### src/rtl/io_key_sw_device_pkg.sv
// Shared definitions for the KEY/SW memory-mapped responder.
package io_key_sw_device_pkg;

  localparam int unsigned DBITS = 32;

  localparam logic [DBITS-1:0] ADDR_KDATA = 32'hF000_0010;
  localparam logic [DBITS-1:0] ADDR_KCTRL = 32'hF000_0110;
  localparam logic [DBITS-1:0] ADDR_SDATA = 32'hF000_0014;
  localparam logic [DBITS-1:0] ADDR_SCTRL = 32'hF000_0114;

  localparam int unsigned CTRL_RDY = 0;
  localparam int unsigned CTRL_OVR = 2;
  localparam int unsigned CTRL_IE  = 8;

  typedef struct packed {
    logic ie;
    logic overrun;
    logic ready;
  } stat_t;

  // Next status for one input group; a commit's overrun set beats a clearing write.
  function automatic stat_t next_stat(stat_t cur, logic commit, logic rd_clr,
                                      logic wr_ctrl, logic wr_ovr, logic wr_ie);
    stat_t nxt;
    nxt = cur;
    if (wr_ctrl) begin
      nxt.ie = wr_ie;
      if (!wr_ovr) nxt.overrun = 1'b0;
    end
    if (rd_clr) nxt.ready = 1'b0;
    if (commit) begin
      nxt.ready = 1'b1;
      if (cur.ready && !rd_clr) nxt.overrun = 1'b1;
    end
    return nxt;
  endfunction

  // Control/status register read view.
  function automatic logic [DBITS-1:0] ctrl_word(stat_t s);
    logic [DBITS-1:0] w;
    w           = '0;
    w[CTRL_RDY] = s.ready;
    w[CTRL_OVR] = s.overrun;
    w[CTRL_IE]  = s.ie;
    return w;
  endfunction

endpackage

### src/rtl/io_key_sw_device_if.sv
// CPU data-memory port as seen by the KEY/SW responder.
interface io_key_sw_device_if;
  import io_key_sw_device_pkg::*;

  logic [DBITS-1:0] addr;
  logic             rd_en;
  logic             wr_en;
  logic [DBITS-1:0] wdata;
  logic [DBITS-1:0] rdata;
  logic             sel;

  modport master (output addr, rd_en, wr_en, wdata, input rdata, sel);
  modport slave  (input addr, rd_en, wr_en, wdata, output rdata, sel);
endinterface

### src/rtl/io_key_sw_device_debounce.sv
// Two-flop synchroniser plus stability counter; holds the committed value.
module io_key_sw_device_debounce #(
  parameter int unsigned WIDTH           = 4,
  parameter int unsigned DEBOUNCE_CYCLES = 500000
) (
  input  logic             clk,
  input  logic             reset,
  input  logic [WIDTH-1:0] raw_i,
  output logic [WIDTH-1:0] data_o,
  output logic             commit_o
);

  localparam int unsigned CNT_W = (DEBOUNCE_CYCLES > 1) ? $clog2(DEBOUNCE_CYCLES) : 1;
  localparam logic [CNT_W-1:0] CNT_MAX = CNT_W'(DEBOUNCE_CYCLES - 1);

  logic [WIDTH-1:0] sync1_q, sync2_q;
  logic [WIDTH-1:0] cand_q, cand_d;
  logic [WIDTH-1:0] data_q, data_d;
  logic [CNT_W-1:0] cnt_q, cnt_d;

  // Strobe high for the one cycle in which a stable, new value is taken.
  assign commit_o = (cnt_q == CNT_MAX) && (cand_q != data_q);
  assign data_o   = data_q;

  // Candidate tracking and saturating stability count.
  always_comb begin
    cand_d = cand_q;
    cnt_d  = cnt_q;
    data_d = data_q;
    if (sync2_q != cand_q) begin
      cand_d = sync2_q;
      cnt_d  = '0;
    end else if (cnt_q != CNT_MAX) begin
      cnt_d = cnt_q + CNT_W'(1);
    end
    if (commit_o) data_d = cand_q;
  end

  // State registers; reset discards any candidate in flight.
  always_ff @(posedge clk) begin
    if (reset) begin
      sync1_q <= '0;
      sync2_q <= '0;
      cand_q  <= '0;
      cnt_q   <= '0;
      data_q  <= '0;
    end else begin
      sync1_q <= raw_i;
      sync2_q <= sync1_q;
      cand_q  <= cand_d;
      cnt_q   <= cnt_d;
      data_q  <= data_d;
    end
  end

endmodule

### src/rtl/io_key_sw_device.sv
// Memory-mapped KEY/SW responder: decode, data/status registers, interrupt.
module io_key_sw_device
  import io_key_sw_device_pkg::*;
#(
  parameter int unsigned KEY_BITS        = 4,
  parameter int unsigned SW_BITS         = 10,
  parameter int unsigned DEBOUNCE_CYCLES = 500000
) (
  input  logic                clk,
  input  logic                reset,
  io_key_sw_device_if.slave   bus,
  input  logic [KEY_BITS-1:0] KEY,
  input  logic [SW_BITS-1:0]  SW,
  output logic                irq
);

  logic [KEY_BITS-1:0] key_pressed, kdata;
  logic [SW_BITS-1:0]  sdata;
  logic                k_commit, s_commit;
  logic                hit_kdata, hit_kctrl, hit_sdata, hit_sctrl;
  logic                rd_only;
  logic [DBITS-1:0]    rdata_c;
  stat_t               k_q, k_d, s_q, s_d;
  logic                irq_q, irq_d;
  logic                unused_wdata;

  // Buttons are active-low on the board; present them as 1 = pressed.
  assign key_pressed = ~KEY;

  io_key_sw_device_debounce #(.WIDTH(KEY_BITS), .DEBOUNCE_CYCLES(DEBOUNCE_CYCLES)) u_key_db (
    .clk(clk), .reset(reset), .raw_i(key_pressed), .data_o(kdata), .commit_o(k_commit)
  );

  io_key_sw_device_debounce #(.WIDTH(SW_BITS), .DEBOUNCE_CYCLES(DEBOUNCE_CYCLES)) u_sw_db (
    .clk(clk), .reset(reset), .raw_i(SW), .data_o(sdata), .commit_o(s_commit)
  );

  assign hit_kdata = (bus.addr == ADDR_KDATA);
  assign hit_kctrl = (bus.addr == ADDR_KCTRL);
  assign hit_sdata = (bus.addr == ADDR_SDATA);
  assign hit_sctrl = (bus.addr == ADDR_SCTRL);
  // A simultaneous load and store behaves as a store only.
  assign rd_only   = bus.rd_en & ~bus.wr_en;

  assign unused_wdata = ^{bus.wdata[DBITS-1:CTRL_IE+1], bus.wdata[CTRL_IE-1:CTRL_OVR+1],
                          bus.wdata[CTRL_OVR-1:0]};

  // Combinational read mux and select.
  always_comb begin
    rdata_c = '0;
    if (hit_kdata)      rdata_c = DBITS'(kdata);
    else if (hit_kctrl) rdata_c = ctrl_word(k_q);
    else if (hit_sdata) rdata_c = DBITS'(sdata);
    else if (hit_sctrl) rdata_c = ctrl_word(s_q);
  end

  assign bus.rdata = rdata_c;
  assign bus.sel   = hit_kdata | hit_kctrl | hit_sdata | hit_sctrl;

  // Status next-state for both groups.
  always_comb begin
    k_d = next_stat(k_q, k_commit, rd_only & hit_kdata, bus.wr_en & hit_kctrl,
                    bus.wdata[CTRL_OVR], bus.wdata[CTRL_IE]);
    s_d = next_stat(s_q, s_commit, rd_only & hit_sdata, bus.wr_en & hit_sctrl,
                    bus.wdata[CTRL_OVR], bus.wdata[CTRL_IE]);
  end

  assign irq_d = (k_q.ready & k_q.ie) | (s_q.ready & s_q.ie);
  assign irq   = irq_q;

  // Status and interrupt registers.
  always_ff @(posedge clk) begin
    if (reset) begin
      k_q   <= '0;
      s_q   <= '0;
      irq_q <= 1'b0;
    end else begin
      k_q   <= k_d;
      s_q   <= s_d;
      irq_q <= irq_d;
    end
  end

endmodule
### src/flat_wrapper.sv
// flat-port wrapper written by rule: the top's interface ports become plain ports
module io_key_sw_device_flat import io_key_sw_device_pkg::*;
#(
  parameter int unsigned KEY_BITS        = 4,
  parameter int unsigned SW_BITS         = 10,
  parameter int unsigned DEBOUNCE_CYCLES = 500000
)
  (clk, reset, KEY, SW, irq, bus_addr, bus_rd_en, bus_wr_en, bus_wdata, bus_rdata, bus_sel);
  io_key_sw_device_if bus_i ();
  input  logic clk;
  input  logic reset;
  input  logic [KEY_BITS-1:0] KEY;
  input  logic [SW_BITS-1:0] SW;
  output logic irq;
  input wire logic [$bits(bus_i.addr)-1:0] bus_addr;
  input wire logic [$bits(bus_i.rd_en)-1:0] bus_rd_en;
  input wire logic [$bits(bus_i.wr_en)-1:0] bus_wr_en;
  input wire logic [$bits(bus_i.wdata)-1:0] bus_wdata;
  output wire logic [$bits(bus_i.rdata)-1:0] bus_rdata;
  output wire logic [$bits(bus_i.sel)-1:0] bus_sel;
  assign bus_i.addr = bus_addr;
  assign bus_i.rd_en = bus_rd_en;
  assign bus_i.wr_en = bus_wr_en;
  assign bus_i.wdata = bus_wdata;
  assign bus_rdata = bus_i.rdata;
  assign bus_sel = bus_i.sel;
  io_key_sw_device #(.KEY_BITS(KEY_BITS), .SW_BITS(SW_BITS), .DEBOUNCE_CYCLES(DEBOUNCE_CYCLES)) u_core (.clk(clk), .reset(reset), .bus(bus_i), .KEY(KEY), .SW(SW), .irq(irq));
endmodule
### config.mk
export PLATFORM = sky130hd
export DESIGN_NAME = io_key_sw_device_flat
export DESIGN_NICKNAME = d
export VERILOG_FILES = /design/src/rtl/io_key_sw_device_pkg.sv /design/src/rtl/io_key_sw_device_if.sv /design/src/rtl/io_key_sw_device_debounce.sv /design/src/rtl/io_key_sw_device.sv /design/src/flat_wrapper.sv
export SDC_FILE = /design/constraint.sdc
export NUM_CORES = 1
export LEC_CHECK = 0
export BUFFER_PORTS_ARGS = -buffer_cell sky130_fd_sc_hd__buf_2
export CAP_MARGIN = 25
export CORE_MARGIN = 2
export CORE_UTILIZATION = 50
export CTS_BUF_LIST = sky130_fd_sc_hd__clkbuf_8
export CTS_CLUSTER_SIZE = 24
export DETAILED_ROUTE_END_ITERATION = 8
export PLACE_DENSITY = 0.76
export SETUP_SLACK_MARGIN = 0.15
export SLEW_MARGIN = 10
export SYNTH_ARGS = -nofsm -noshare
export SYNTH_HDL_FRONTEND = slang
export SYNTH_SLANG_ARGS = --single-unit
export TNS_END_PERCENT = 20
### constraint.sdc
create_clock -name clk -period 4.3 [get_ports clk]
set_clock_uncertainty 0.2 [all_clocks]
set_input_delay 0 -clock clk [delete_from_list [all_inputs] [get_ports clk]]
set_output_delay 0 -clock clk [all_outputs]
set_load 0.05 [all_outputs]
=== Yosys cells after proc, flatten, opt, wreduce, memory -nomap -nowiden ===
Index checks and enable logic that the tools add are counted.
W data, S select, Z words.

* Output and inout bits: 34
* Word-level logic and storage cells: 68
* Input bits: 82
* Memory bits (read-only): 0
* Memories: 0
* Bits in writable memories: 0
* Flip-flop bits (word level): 101
* Latch bits: 0

* Multiplexer cells: 14
* Reductions and logical operators: 10
* Multiply operators: 0
* Eq/ne operators: 12
* Bitwise logic cells: 13
* Shift-type cells: 0
* $add $sub $neg: 2
* Divide/modulo/power cells: 0
* $lt $le $gt $ge: 0

{| class="wikitable"
|+ Operators with widths
! cell !! number
|-
| $eq A32 B32 Y1 const B || 4
|-
| $mux W32 || 3
|-
| $add A19 B1 Y19 const B || 2
|-
| $eq A19 B19 Y1 const B || 2
|-
| $ne A19 B19 Y1 const B || 2
|-
| $ne A10 B10 Y1 || 2
|-
| $mux W9 || 1
|-
| $mux W1 || 8
|-
| $ne A4 B4 Y1 || 2
|-
| $and A1 B1 Y1 || 7
|-
| $logic_and A1 B1 Y1 || 4
|-
| $mux W2 || 2
|-
| $not A4 Y4 || 1
|-
| $or A1 B1 Y1 || 4
|-
| $reduce_bool A2 Y1 || 2
|-
| $reduce_or A2 Y1 || 2
|-
| $logic_not A1 Y1 || 2
|-
| $not A1 Y1 || 1
|}

=== Logic depth before layout (Yosys ltp) ===
* Depth in word-level cells: 7
* Depth in mapped cells: 8
* Gate-level depth less buffers: 6

=== Hierarchy ===
From an unflattened synthesis, not the netlist that was laid out.

* Cells, all modules: 511
* Area total of the unflattened synthesis: 4682.0 um^2

{| class="wikitable"
|+ Modules (own cells, without submodules)
! module !! area an instance (um^2) !! cells an instance !! instances
|-
| io_key_sw_device_debounce (u_core.u_sw_db) || 2311.0 || 238 || 1
|-
| io_key_sw_device_debounce (u_core.u_key_db) || 1549.0 || 170 || 1
|-
| io_key_sw_device || 822.0 || 103 || 1
|}

=== Worst setup path after synthesis ===
Ideal clock, no wire load.

* Path kind: input -> output
* From: in bus_addr[17]
* To: out bus_rdata[1]
* Data arrival time: 1.935 ns
* Cell stages on the path: 5
* Setup slack: 2.165 ns
* Cells stage by stage: nor4b_1 -> nand4_1 -> or2_1 -> buf_2 -> nor3_1

* Cells in the longest elaborated chain, start to end: 4

{| class="wikitable"
|+ RTL lines
! item !! line !! RTL
|-
| start: declaration || flat_wrapper.sv:15 || <nowiki>input wire logic [$bits(bus_i.addr)-1:0] bus_addr;</nowiki>
|-
| $eq A32 B32 Y1 || io_key_sw_device.sv:40 || <nowiki>assign hit_sdata = (bus.addr == ADDR_SDATA);</nowiki>
|-
| $mux W32 || io_key_sw_device.sv:53 || <nowiki>else if (hit_sdata) rdata_c = DBITS'(sdata);</nowiki>
|-
| $mux W32 || io_key_sw_device.sv:52 || <nowiki>else if (hit_kctrl) rdata_c = ctrl_word(k_q);</nowiki>
|-
| $mux W32 (*) || io_key_sw_device.sv:51 || <nowiki>if (hit_kdata) rdata_c = DBITS'(kdata);</nowiki>
|-
| end: declaration || flat_wrapper.sv:19 || <nowiki>output wire logic [$bits(bus_i.rdata)-1:0] bus_rdata;</nowiki>
|}

Every way passes the cells marked *; elsewhere a longest branch is shown, timed or not.

=== Final worst setup path ===
* From: in bus_addr[22]
* To: reg u_core.k_q[2] (netlist bit)

* Cells in the longest elaborated chain, start to end: 2

{| class="wikitable"
|+ RTL lines
! item !! line !! RTL
|-
| $eq A32 B32 Y1 || io_key_sw_device.sv:39 || <nowiki>assign hit_kctrl = (bus.addr == ADDR_KCTRL);</nowiki>
|-
| $and A1 B1 Y1 || io_key_sw_device.sv:62 || <nowiki>k_d = next_stat(k_q, k_commit, rd_only & hit_kdata, bus.wr_en & hit_kctrl,</nowiki>
|-
| end signal: assignment || io_key_sw_device.sv:78 || <nowiki>k_q <= k_d;</nowiki>
|-
| end: declaration || io_key_sw_device.sv:23 || <nowiki>stat_t k_q, k_d, s_q, s_d;</nowiki>
|}

No other way between the ends.
A chain may end at the register's enable or synchronous reset.

==> metrics.txt <==
# TYPE chip_impl_metric gauge
chip_impl_metric{name="drc",unit=""} 0
chip_impl_metric{name="cts_max_path_buffers",unit=""} 2
chip_impl_metric{name="cp.required",unit="ps"} 4360
chip_impl_metric{name="layout.filler_cells",unit=""} 741
chip_impl_metric{name="share_clk_of_total_power",unit=""} 0.340
chip_impl_metric{name="stdcell_count",unit=""} 674
chip_impl_metric{name="start_util",unit=""} 0.508
chip_impl_info{name="path_class",value="input port to register"} 1
chip_impl_metric{name="final_net_count",unit=""} 645
chip_impl_metric{name="reg2reg_depth",unit=""} 6
chip_impl_metric{name="drt-total-wl",unit="microns"} 8800
chip_impl_metric{name="number_of_sinks_on_the_clock_net",unit=""} 101
chip_impl_metric{name="total_switching_power",unit="uW"} 454
chip_impl_metric{name="antennaDiodeCount",unit=""} 0
chip_impl_metric{name="post_route_cells_drive_above_1_share",unit=""} 0.159
chip_impl_metric{name="vias_in_the_first_global_route",unit=""} 3214
chip_impl_metric{name="top_level_ports",unit=""} 116
chip_impl_metric{name="postLayoutCellArea",unit="sq mm"} 0.00518
chip_impl_metric{name="combPwrFrac",unit=""} 0.088
chip_impl_metric{name="synth_cell_types",unit=""} 52
chip_impl_metric{name="pwr_density_cell",unit="mW/mm^2"} 325
chip_impl_info{name="rsz0062_at_grt",value="false"} 1
chip_impl_metric{name="place_congestion",unit=""} 0.847
chip_impl_metric{name="post-route-min-period",unit="ps"} 3570
chip_impl_metric{name="timing_hold_violations_final",unit=""} 0
chip_impl_metric{name="timing.critical_path.arrival",unit="ps"} 3630
chip_impl_metric{name="die-area",unit="sq mm"} 0.00954
chip_impl_metric{name="max_clock_freq",unit="GHz"} 0.280
chip_impl_metric{name="dr_total_vias",unit=""} 3483
chip_impl_metric{name="synthesis.area",unit="sq mm"} 0.00439
chip_impl_metric{name="tritoncts.num_buffers",unit=""} 9
chip_impl_info{name="crit_top_cell",value="sky130_fd_sc_hd__dlygate4sd3_1"} 1
chip_impl_metric{name="max-cap-violations",unit=""} 0
chip_impl_metric{name="grt_first_pass_wirelength",unit="microns"} 14800
chip_impl_metric{name="power.ir.vdd_worst",unit="uV"} 241
chip_impl_info{name="sort_of_element_at_the_end_of_the_critical_path",value="register"} 1
chip_impl_metric{name="area_growth",unit="%"} 18.1
chip_impl_metric{name="cts_post_setup_buffers_inserted",unit=""} 0
chip_impl_metric{name="synth-seq-cells",unit=""} 101
chip_impl_info{name="netlist_top_cells_area",value="sky130_fd_sc_hd__dfxtp_1 46%, sky130_fd_sc_hd__xor2_1 6.8%, sky130_fd_sc_hd__nor2b_1 5.4%"} 1
chip_impl_metric{name="clock_latency",unit="ps"} 370
chip_impl_metric{name="holdPathStages",unit=""} 5
chip_impl_info{name="hp-class",value="input port to register"} 1
chip_impl_metric{name="synthArstFlopShare",unit=""} 0
chip_impl_metric{name="grtUsageTotal",unit=""} 0.188
chip_impl_metric{name="clock_tree.htree_level_count",unit=""} 3
chip_impl_metric{name="post_synth.cell_area_avg",unit="sq um"} 9.24
chip_impl_metric{name="core_region_area",unit="sq mm"} 0.00864
chip_impl_info{name="post-synth-top-area-cell",value="sky130_fd_sc_hd__dfxtp_1"} 1
chip_impl_metric{name="antenna_violations_before_repair",unit=""} 0
chip_impl_metric{name="portBuffers",unit=""} 63
chip_impl_metric{name="detail_route.wl_per_cell",unit="microns"} 13.1
chip_impl_metric{name="cts.repair.resized",unit=""} 0
chip_impl_info{name="tritoncts",value="yes"} 1
chip_impl_metric{name="drtIter0Drc",unit=""} 196
chip_impl_metric{name="setup_viol_count_final",unit=""} 0
chip_impl_metric{name="worst_slew_pin_slew",unit="ps"} 959
chip_impl_info{name="run_status",value="finished clean"} 1
chip_impl_metric{name="dr.pass1.iters",unit=""} 4
chip_impl_metric{name="largest_net_degree_at_the_start_of_global_routing",unit=""} 37
chip_impl_metric{name="chipWidth",unit="microns"} 97.7
chip_impl_metric{name="sw_frac_of_total",unit=""} 0.270
chip_impl_metric{name="placed_area",unit="sq mm"} 0.00467
chip_impl_metric{name="synth-seq-area-share",unit=""} 0.461
chip_impl_metric{name="p_leak",unit="uW"} 0.00206
chip_impl_metric{name="timing.max_slew.rel_slack",unit=""} 0.360
chip_impl_metric{name="netlist.area_leader.share",unit=""} 0.461
chip_impl_metric{name="cp_slowest_stage_delay",unit="ps"} 600
chip_impl_metric{name="setup_total_negative_slack",unit="ps"} 0
chip_impl_metric{name="cell_internal_pwr",unit="uW"} 1230
chip_impl_metric{name="avgViaCountPerCell",unit=""} 5.17
chip_impl_metric{name="placedCellCount",unit=""} 626
chip_impl_metric{name="hpwlAfterDp",unit="microns"} 5990
chip_impl_metric{name="standard_cell_row_count",unit=""} 34
chip_impl_info{name="worstPathCellList",value="dlygate4sd3_1 -> buf_2 -> nor2_1 -> dlygate4sd3_1 -> nand4_1 -> dlygate4sd3_1 -> nor4_1 -> dlygate4sd3_1 -> mux2i_1 -> nor2_1 -> dlygate4sd3_1"} 1
chip_impl_info{name="dominantRegCellSynth",value="sky130_fd_sc_hd__dfxtp_1"} 1
chip_impl_metric{name="cts.reportedPaths.clkPinSlew",unit="ps"} 100
chip_impl_metric{name="detail-route-antenna-nets",unit=""} 0
chip_impl_metric{name="crit_path_max_fanout",unit=""} 3
chip_impl_metric{name="fin_crit_sh",unit=""} 0.830
chip_impl_metric{name="dieHeight",unit="microns"} 97.7
chip_impl_metric{name="gr-total-overflow",unit=""} 0
chip_impl_metric{name="synth.yosys.warnings",unit=""} 0
chip_impl_info{name="critical_path.slowest_cell",value="sky130_fd_sc_hd__dlygate4sd3_1"} 1
chip_impl_metric{name="report.final.slew_viol_count",unit=""} 0
chip_impl_metric{name="netlist_instances",unit=""} 475
chip_impl_info{name="cp-start-kind",value="input port"} 1
chip_impl_metric{name="post_synth_edffs",unit=""} 0
chip_impl_info{name="buffer_cell_driving_the_clock_tree_root",value="sky130_fd_sc_hd__clkbuf_8"} 1
chip_impl_metric{name="power.share.sequential",unit=""} 0.572
[state kept, by name (all words and copies together), names as in the netlist]
signal / flops
u_core.u_key_db.cnt_q: 19
u_core.u_sw_db.cand_q: 10
u_core.u_key_db.cand_q: 4
u_core.u_sw_db.data_o: 10
u_core.k_q: 3
u_core.irq: 1
u_core.u_sw_db.cnt_q: 19
u_core.s_q: 3
u_core.u_key_db.sync1_q: 4
u_core.u_key_db.data_o: 4
u_core.u_sw_db.sync1_q: 10
u_core.u_key_db.sync2_q: 4
u_core.u_sw_db.sync2_q: 10
[metal layers]
metal | track usage | part of all wire
met2 | 0.308 | 0.48
met4 | 0.0833 | 0.025
met1 | 0.243 | 0.45
met5 | 0 | 0
met3 | 0.0353 | 0.045
[what timing repair did]
action,4_1_cts,5_1_grt
hold buffers,32,0
setup endpoints to repair,0,0
endpoints found under the hold margin,46,0
[layout make-up]
type	count	area, sq um	area share
clock inverter	7	65.1	0.0126
tap	108	135	0.0261
clock buffer	9	124	0.0239
inverter	8	30.0	0.00579
timing repair buffer	96	643	0.124
multi-input combinational	345	2160	0.418
sequential	101	2020	0.390
[per-stage QoR]
step                utilization  worst slack [ps]  hold WS, ps  total power, uW
floorplan                     -              2160         -133             1100
global placement          0.541              1860        -48.8             1110
detailed placement        0.541              1830        -48.0             1120
CTS                       0.600               740         41.9             1700
global route              0.600               560         93.1             1750
finish                    0.600               732         52.2             1680
[power by group through the flow]
stage          combinational, uW  sequential [uW]  clock, uW
3_5_place_dp                 131              986          0
2_1_floorplan                113              983          0
4_1_cts                      148              964        587
6_report                     148              964        572
3_3_place_gp                 129              985          0
5_1_grt                      161              966        627
[path summary, 6_finish.rpt]
| check | startpoint | endpoint | slack [ps] |
|---|---|---|---|
| worst max-delay path | bus_addr[22] | u_core.k_q[2] | 730 |
| worst min-delay path | bus_wr_en | u_core.s_q[0] | 50 |
| worst max register to register | u_core.u_sw_db.cnt_q[9] | u_core.s_q[1] | 1230 |
| worst min register to register | u_core.u_sw_db.sync1_q[2] | u_core.u_sw_db.sync2_q[2] | 240 |
[placed cells by master (no fill, tap or decap), types with 8 or more instances in the layout]
| cell | instances |
|---|---|
| sky130_fd_sc_hd__clkbuf_8 | 9 |
| sky130_fd_sc_hd__a21bo_1 | 8 |
| sky130_fd_sc_hd__nand3_1 | 23 |
| sky130_fd_sc_hd__nor3_1 | 13 |
| sky130_fd_sc_hd__xnor2_1 | 15 |
| sky130_fd_sc_hd__nor4_1 | 9 |
| sky130_fd_sc_hd__or3_1 | 9 |
| sky130_fd_sc_hd__conb_1 | 22 |
| sky130_fd_sc_hd__nand4_1 | 8 |
| sky130_fd_sc_hd__nand2_1 | 17 |
| sky130_fd_sc_hd__a21oi_1 | 23 |
| sky130_fd_sc_hd__mux2i_1 | 9 |
| sky130_fd_sc_hd__buf_2 | 63 |
| sky130_fd_sc_hd__nor2_1 | 51 |
| sky130_fd_sc_hd__o21ai_1 | 9 |
| sky130_fd_sc_hd__xor2_1 | 34 |
| sky130_fd_sc_hd__dfxtp_1 | 101 |
| sky130_fd_sc_hd__nor2b_1 | 38 |
| sky130_fd_sc_hd__dlygate4sd3_1 | 32 |
[critical path: cells and delay by family]
family | cells | cell delay (ps)
buffers and inverters | 6 | 2970
muxes | 1 | 220
and+or+nand+nor | 4 | 440
[logic make-up (layout without fill, tap and decap cells)]
logic type | count (synthesis) | in the layout | share of synthesized area
multiplexers | 12 | 12 | 0.0334
AND/OR/NAND/NOR | 202 | 202 | 0.250
buffers and inverters | 50 | 120 | 0.0641
other | 1 | 22 | 0.000854
adder cells (fa/ha/maj) | 2 | 2 | 0.00570
flip-flops | 101 | 101 | 0.461
XOR/XNOR | 49 | 49 | 0.0978
AO/OA/AOI/OAI | 58 | 58 | 0.0872
[cells in the mapped netlist (2+ instances only)]
library cell	instances
sky130_fd_sc_hd__nor2_1	51
sky130_fd_sc_hd__or2_1	2
sky130_fd_sc_hd__nand3_1	23
sky130_fd_sc_hd__inv_1	7
sky130_fd_sc_hd__o21ai_1	9
sky130_fd_sc_hd__and4_1	4
sky130_fd_sc_hd__a21bo_2	2
sky130_fd_sc_hd__and3_1	3
sky130_fd_sc_hd__a21oi_1	23
sky130_fd_sc_hd__o2111ai_1	3
sky130_fd_sc_hd__ha_1	2
sky130_fd_sc_hd__nand4_1	8
sky130_fd_sc_hd__clkbuf_1	13
sky130_fd_sc_hd__dfxtp_1	101
sky130_fd_sc_hd__xor2_1	34
sky130_fd_sc_hd__nor4b_1	5
sky130_fd_sc_hd__or3_1	9
sky130_fd_sc_hd__nor3_1	13
sky130_fd_sc_hd__buf_4	22
sky130_fd_sc_hd__nor2b_1	38
sky130_fd_sc_hd__buf_2	3
sky130_fd_sc_hd__a21bo_1	8
sky130_fd_sc_hd__mux2i_1	9
sky130_fd_sc_hd__mux4_2	2
sky130_fd_sc_hd__o41ai_1	3
sky130_fd_sc_hd__nand2_1	17
sky130_fd_sc_hd__o21ai_0	4
sky130_fd_sc_hd__nand4bb_1	2
sky130_fd_sc_hd__buf_1	3
sky130_fd_sc_hd__nor4_1	9
sky130_fd_sc_hd__and2_1	7
sky130_fd_sc_hd__nand2b_1	2
sky130_fd_sc_hd__xnor2_1	15
Power figures use the tool's default switching activity.
